$ cat src/rtl/vadd_stream_driver.sv
// vadd_stream_driver: drives the vadd kernel input stream and checks its decrementing output stream
// Ports: clk, reset_n (async, active-low); start/rx_stall control; busy/done/error/mismatch_cnt/beat_cnt status;
// kernel_in_* feeds chunks to the kernel, kernel_out_* accepts and compares its output beats.
// Optional: define DRV_TIMEOUT_EN to abort a run after TIMEOUT_CYCLES cycles without an accepted beat.
module vadd_stream_driver #(
  parameter int C_DATA_WIDTH   = 512,
  parameter int NUM_CHUNKS     = 4,
  parameter int REPS           = 3,
  parameter int TIMEOUT_CYCLES = 1024
) (
  input  logic                    clk,
  input  logic                    reset_n,
  input  logic                    start,
  input  logic                    rx_stall,
  output logic                    busy,
  output logic                    done,
  output logic                    error,
  output logic [15:0]             mismatch_cnt,
  output logic [31:0]             beat_cnt,
  input  logic                    kernel_in_ready,
  output logic                    kernel_in_avail,
  output logic [C_DATA_WIDTH-1:0] kernel_in_data,
  output logic                    kernel_out_ready,
  input  logic                    kernel_out_avail,
  input  logic [C_DATA_WIDTH-1:0] kernel_out_data
);
  localparam int NW = C_DATA_WIDTH / 32;
  localparam logic [7:0] REPS8 = 8'(REPS);
  localparam logic [15:0] LAST = 16'(NUM_CHUNKS - 1);
  // words 2..4 carry kernel debug/size fields and are never compared
  localparam logic [NW-1:0] MASK = ~NW'(28);
  if (C_DATA_WIDTH % 32 != 0 || C_DATA_WIDTH < 192 || NUM_CHUNKS < 1 || NUM_CHUNKS > 65535 ||
      REPS < 1 || REPS > 255 || TIMEOUT_CYCLES < 1) begin : g_bad_param
    $error("vadd_stream_driver: parameter out of range");
  end
  typedef enum logic [1:0] {IDLE, SEND, RECV, DONE} state_t;
  state_t state;
  logic [15:0] k;
  logic [7:0] j, j_nx;
  logic [NW-1:0] ne;
  logic in_acc, out_acc, bad, last_beat, adv, timeout;
  function automatic logic [31:0] in_word(input logic [15:0] c, input int i);
    return {c, i[7:0], REPS8};
  endfunction
  assign busy = state == SEND || state == RECV;
  assign done = state == DONE;
  assign kernel_in_avail = state == SEND;
  assign kernel_out_ready = busy && !rx_stall;
  assign in_acc = kernel_in_avail && kernel_in_ready;
  assign out_acc = kernel_out_ready && kernel_out_avail;
  assign j_nx = j + 8'd1;
  assign bad = |(ne & MASK);
  assign last_beat = out_acc && j_nx == REPS8;
  // the kernel answers combinationally, so the final beat of a chunk may land in the SEND cycle itself
  assign adv = last_beat && (state == RECV || (state == SEND && in_acc));
  always_comb begin
    kernel_in_data = '0;
    ne = '0;
    for (int i = 0; i < NW; i++) begin
      kernel_in_data[32*i +: 32] = state == SEND ? in_word(k, i) : 32'd0;
      ne[i] = kernel_out_data[32*i +: 32] != in_word(k, i) - {24'd0, j_nx};
    end
  end
`ifdef DRV_TIMEOUT_EN
  logic [31:0] to_cnt;
  always_ff @(posedge clk or negedge reset_n) begin
    if (!reset_n) to_cnt <= '0;
    else to_cnt <= (!busy || in_acc || out_acc) ? '0 : to_cnt + 32'd1;
  end
  assign timeout = busy && !in_acc && !out_acc && to_cnt == 32'(TIMEOUT_CYCLES - 1);
`else
  assign timeout = 1'b0;
`endif
  always_ff @(posedge clk or negedge reset_n) begin
    if (!reset_n) begin
      state <= IDLE;
      k <= '0;
      j <= '0;
      error <= 1'b0;
      mismatch_cnt <= '0;
      beat_cnt <= '0;
    end else begin
      if (out_acc) begin
        j <= j_nx;
        beat_cnt <= beat_cnt + 32'd1;
        if (bad && mismatch_cnt != 16'hFFFF) mismatch_cnt <= mismatch_cnt + 16'd1;
        if (bad || (state == SEND && !in_acc)) error <= 1'b1;
      end
      case (state)
        IDLE: begin
          if (start) begin
            state <= SEND;
            k <= '0;
            j <= '0;
            error <= kernel_out_avail;
            mismatch_cnt <= '0;
            beat_cnt <= '0;
          end else if (kernel_out_avail) error <= 1'b1;
        end
        SEND: if (in_acc) state <= RECV;
        DONE: begin
          state <= IDLE;
          if (kernel_out_avail) error <= 1'b1;
        end
        default: ;
      endcase
      if (adv) begin
        if (k == LAST) state <= DONE;
        else begin
          k <= k + 16'd1;
          j <= '0;
          state <= SEND;
        end
      end
      if (timeout) begin
        error <= 1'b1;
        state <= DONE;
      end
    end
  end
endmodule
$ cat config.mk
export PLATFORM = sky130hd
export DESIGN_NAME = vadd_stream_driver
export DESIGN_NICKNAME = d
export VERILOG_FILES = /design/src/rtl/vadd_stream_driver.sv
export SDC_FILE = /design/constraint.sdc
export NUM_CORES = 1
export LEC_CHECK = 0
export CAP_MARGIN = 20
export CORE_AREA = 3 3 425 427
export CTS_CLUSTER_DIAMETER = 50
export DETAILED_ROUTE_END_ITERATION = 16
export DIE_AREA = 0 0 428 430
export PLACE_DENSITY = 0.37
export SLEW_MARGIN = 10
export SYNTH_ARGS = -nofsm -noshare
export SYNTH_HDL_FRONTEND = slang
export SYNTH_SLANG_ARGS = --single-unit
$ cat constraint.sdc
create_clock -name clk -period 12.1 [get_ports clk]
set_input_delay 2.42 -clock clk [delete_from_list [all_inputs] [get_ports clk]]
set_output_delay 2.42 -clock clk [all_outputs]
set_load 0.01 [all_outputs]
== Yosys cells after proc, flatten, opt, wreduce, memory -nomap -nowiden ==
Cells that the tools add are included.
Widths: inputs -> output; s select.
Operators by class
  $add $sub $neg: 17
  equal/unequal tests: 21
  muxes and demuxes: 42
  reductions and logical operators: 17
Operator list (number)
  $mux 32: 19
  $ne 32x32->1: 13
  $sub 32x8->32: 13
  $mux 16: 8
  $mux 8: 5
  $add 16x1->16 const B: 2
  $add 32x1->32 const B: 1
  $eq 16x2->1 const B: 1
  $ne 16x16->1 const B: 1
  $reduce_or 13->1: 1
  $add 8x1->8 const B: 1
  $eq 8x2->1 const B: 1
  $logic_and 1x1->1: 8
  $mux 2: 4
  $pmux 2 s3: 1
  $eq 2x2->1 const B: 2
  $mux 1: 4
  $reduce_bool 4->1: 1
  $logic_or 1x1->1: 3
  $ne 3x1->1 const B: 1
  $ne 3x3->1 const B: 1
  $reduce_and 3->1: 1
  $eq 2x1->1 const B: 1
  $logic_not 1->1: 2
  2 further kinds: 2
Storage, ports and cells
  register bits after elaboration: 75
  output and inout bits: 565

== Depth between registers and ports, before layout ==
  depth in word-level cells: 10
  gate-level depth with buffers: 20

== Worst setup path after synthesis ==
No wires, ideal clock.
  kind: reg-to-output
  start: register state[1]
  end: output kernel_in_data[119]
  data arrival time: 2.975 ns
  data required time: 9.680 ns
  slack: 6.705 ns
  stages on the path, launching flop included: 7
  cells stage by stage: dfrtp_1 inv_1 ha_1 clkbuf_1 clkbuf_1 and2_1 buf_4
On the way
  longest elaborated chain between the ends: 2
Ends and longest elaborated chain
  start, declared: line 37  | state_t state;
  start signal, assigned: line 76  | state <= IDLE;
  start signal, assigned: line 92  | state <= SEND;
  start signal, assigned: line 100  | SEND: if (in_acc) state <= RECV;
  $eq 2x1->1
  net kernel_in_avail: line 21  | output logic kernel_in_avail,
  $mux 32: line 60  | kernel_in_data[32*i +: 32] = state == SEND ? in_word(k, i) : 32'd0;
  end, declared: line 22  | output logic [C_DATA_WIDTH-1:0] kernel_in_data,
The timed path passes the listed nets, and every way through them passes these cells.

== Worst setup path after layout ==
  start: register j[0]
  end: register mismatch_cnt[12]
On the way
  longest elaborated chain between the ends: 9
  elaborated cells on any way between the ends: 33
  classes of those cells: add/sub: 14; eq/ne: 13; mux: 4; reduce/logical: 2
Ends and longest elaborated chain
  start, declared: line 39  | logic [7:0] j, j_nx;
  start signal, assigned: line 84  | j <= j_nx;
  $add 8x1->8 *: line 51  | assign j_nx = j + 8'd1;
  $sub 32x8->32: line 61  | ne[i] = kernel_out_data[32*i +: 32] != in_word(k, i) - {24'd0, j_nx};
  $ne 32x32->1: line 61
  $reduce_or 13->1 *: line 52  | assign bad = |(ne & MASK);
  $logic_and 1x1->1 *: line 86  | if (bad && mismatch_cnt != 16'hFFFF) mismatch_cnt <= mismatch_cnt + 16'd1;
  $mux 16 *: line 86
  $mux 16 *: line 83  | if (out_acc) begin
  $mux 16: line 91  | if (start) begin
  $mux 16 *: line 89  | case (state)
  end signal, assigned: line 86
  end, declared: line 18  | output logic [15:0] mismatch_cnt,
Mark *: on every way between the ends. The rest lies on a longest branch, timed or not.
A chain may end at the register's enable or synchronous reset.

==> key figures <==
CTS
  • CTS Sinks: 75
  • # hold bufs at CTS: 0
  • Post-CTS Resized: 0
  • Clk_lat worst skew: 0.37 ns
  • Setup bufs post-CTS: 0
  • CTS max path bufs: 2
  • Total CTS buffers: 9
  • Root Driver: clkbuf_16
  • CTS clock-pin slew for the worst setup and hold paths: approximately 0.080 ns
  • Htree depth: 3
  • CTS tree: built

STA
  • Clock skew: 0.02020 ns
  • RSZ-0062 raised after global routing: no
  • Final Hold Vio Count: 0
  • Period utilisation layout: 56.01%
  • Max-slew headroom: a little under an eighth
  • Achievable frequency: 147.6 MHz
  • TNS Setup: 0 ns
  • Final hold slack: 0.5230 ns
  • Final WS setup: roughly 5.3 ns
  • Min Tclk post-route: 6.777 ns
  • Slew @ Worst Pin: 1.314 ns
  • Slew Viols, Final: 0
  • Final setup vio count: 0

Route
  • First DRT Iteration DRCs: 704
  • Vias/cell: 2.754
  • Routed wire length per instance: ~21 um
  • First drt pass iteration count: 5
  • Total number of vias: 11,990
  • # DRC: 0
  • Final wirelength: about 90,000 um
  • Routed Antenna Nets: 0

Placed design
  • RD Place Congestion: ~0.8
  • Dpl cells: 4,328
  • Port bufs: 794
  • Hpwl dp: 77,800 um
  • Place WS: 4.754 ns

Die
  • Die area: ~0.18 sq mm
  • Initial core utilization: 6.701%
  • Chip height: 430 um
  • Core ar.: 0.1765 sq mm
  • Die X: 428 um
  • I/O pins: 1,083
  • Row count: 154

Worst setup path
  • CP Launch Type: flop
  • Slowest stage delay, CP: 0.75 ns
  • FF-to-FF End: mismatch_cnt[12]
  • CP bufs+invs: 2
  • Worst setup EP type: flop
  • Path depth of the worst reg2reg path: 17
  • Flop-to-flop setup slack: 5.32 ns
  • CP Class: reg -> reg
  • RR Startpoint: j[0]
  • Critical Path RT: 12.39 ns
  • CP cell instances: buf_4 -> ha_1 -> and4_4 -> xnor2_1 -> nand3_1 -> a21oi_1 -> ha_1 -> buf_4 -> or4_1 -> a222oi_1 -> nand4_1 -> nor4_2 -> nand4b_1 -> a2111oi_2 -> nand2_2 -> nand4b_1 -> mux2i_1
  • Critical path's top delay family: simple AND/OR/NAND/NOR gates
  • Slowest CP cell: a222oi_1
  • Worst-path maximum fanout: 20
  • Worst Path Arrival: 7.07 ns

Layout
  • Most common cell after layout, fill and taps aside: clkdlybuf4s50_1
  • Synthesis-to-finish area growth: 69.50%
  • Fraction of layout cells with a size suffix above 1: 4.688%
  • Most frequent cells in the layout: 793 x clkdlybuf4s50_1, 192 x conb_1, 88 x xnor2_1
  • Non-Filler Instances: 4,352
  • Fill cell count: between 20,000 and 25,000
  • Nets: 2,530

Power and ir drop
  • Leak Pwr: 6.966 nW
  • PD cells: about 80 mW/mm^2
  • Peak supply drop: 74.90 uV
  • Pwr Total: about 1.6 mW

Logic synthesis
  • Synthesized flop and latch total: 75
  • Async S/R FF share, synth: 100.0%
  • Post-Synthesis Cells: 1,527
  • Yosys Warn Count: 0
  • Netlist cell types: slightly above 80
  • Post-synth EDFFs: 0
  • Syn_area_per_cell: 7.745 sq um
  • Post-synthesis sequential area ratio: 15.87%
  • Synth Flop Type: dfrtp_1
  • Cell area after synthesis: 0.01183 sq mm

Global routing
  • Pin count of the biggest net entering global routing: 89
  • GRT overflow: 0
  • First-pass GRT wire length: 114,100 um
  • Number of global-route vias before repair: roughly 11,000
  • Antenna violations before repair: 38
  • Global router's overall resource usage: 9.196%

Hold path
  • Hold endpoint: k[10]
  • Min-Delay Startpoint: k[10]
  • Hold Path Class: reg -> reg
  • Worst hold stages: 1

Flow run
  • MaxCap Viol Count: 0

Run status
  • Status: finished, final reports clean
[state kept, by name, indices dropped and copies added (netlist names), named ones only]
signal,count
j,8
mismatch_cnt,16
state,2
beat_cnt,32
k,16
[worst reg2reg max path: cells and delay by family, from the launching register on]
family / cells / cell delay [ns]
XOR/XNOR: 1 / 0.13
adder cells (fa/ha/maj): 2 / 0.76
AO/OA/AOI/OAI: 3 / 1.62
buffers and inverters: 2 / 0.65
flip-flops: 1 / 0.33
AND/OR/NAND/NOR: 8 / 3.02
multiplexers: 1 / 0.20
[final cells by class]
type,count,area [sq um],share of cell area (%)
Clock inverter,6,87.58,0.4369
Multi-Input combinational cell,1074,6638,33.11
Tap cell,2340,2928,14.61
Clock buffer,10,229.0,1.142
Inverter,12,45.04,0.2247
Sequential cell,75,1888,9.419
Antenna cell,7,17.52,0.08739
Timing Repair Buffer,828,8213,40.97
[per-stage QoR]
stage	area [sq um]	utilization [%]
2_1_floorplan	12540	-
3_3_place_gp	19690	11.16
3_5_place_dp	19690	11.16
4_1_cts	20010	11.34
5_1_grt	20030	11.35
6_report	20050	11.36
[kinds of logic (layout without fill, tap and decap cells)]
logic type | Yosys count | after routing | share of synthesized area (%)
mux | 19 | 19 | 1.608
fa+ha+maj | 12 | 12 | 1.270
other cells | 1 | 199 | 0.03171
simple gates | 547 | 547 | 25.97
compound gates | 139 | 139 | 8.464
flops | 75 | 75 | 15.87
buf+inv | 569 | 856 | 34.50
xor+xnor | 165 | 165 | 12.28
[where the power goes]
part           internal [mW]  total, mW  switching [mW]
Clock                  0.182      0.314           0.132
Combinational          0.473       1.00           0.529
Sequential             0.265      0.291          0.0255
[cell usage after synthesis, drive strengths merged (6+ instances only)]
master / n / share of area [%]
o21ai: 33 / 1.4
a211oi: 8 / 0.55
a2111oi: 7 / 0.73
nand2b: 15 / 0.79
xnor2: 89 / 6.6
and4: 8 / 0.62
nand4: 54 / 2.9
ha: 12 / 1.3
nor4bb: 6 / 0.51
or3: 22 / 1.2
nor4b: 12 / 0.94
o211ai: 7 / 0.49
a21oi: 24 / 1.1
nand3: 75 / 3.4
nor3: 59 / 2.5
nor2: 73 / 2.3
inv: 12 / 0.38
o22ai: 17 / 0.95
or4: 16 / 1.0
o2111ai: 6 / 0.50
and3: 64 / 3.4
and2: 20 / 1.1
dfrtp: 75 / 16
buf: 525 / 33
xor2: 76 / 5.7
clkbuf: 32 / 1.0
nand2: 71 / 2.3
nor4: 37 / 2.0
mux2i: 19 / 1.6
[layer usage]
metal	share of wire, %	track usage [%]
met2	54	17.42
met1	40	10.85
met4	0.91	0.9100
met3	5.5	1.965
met5	0.14	0
[how the worst max path moves through the flow]
stage                    startpoint             endpoint  slack (ns)  cells after the start
2_1_floorplan              state[1]  kernel_in_data[119]        6.71                      6
3_3_place_gp   kernel_out_data[455]     mismatch_cnt[12]        4.74                     10
3_5_place_dp   kernel_out_data[455]      mismatch_cnt[7]        4.75                     10
4_1_cts                        j[0]     mismatch_cnt[12]        4.99                     17
5_1_grt                        j[0]      mismatch_cnt[6]        4.81                     17
6_report                       j[0]     mismatch_cnt[12]        5.32                     17
Note: power is estimated with default switching activity, not from simulation.
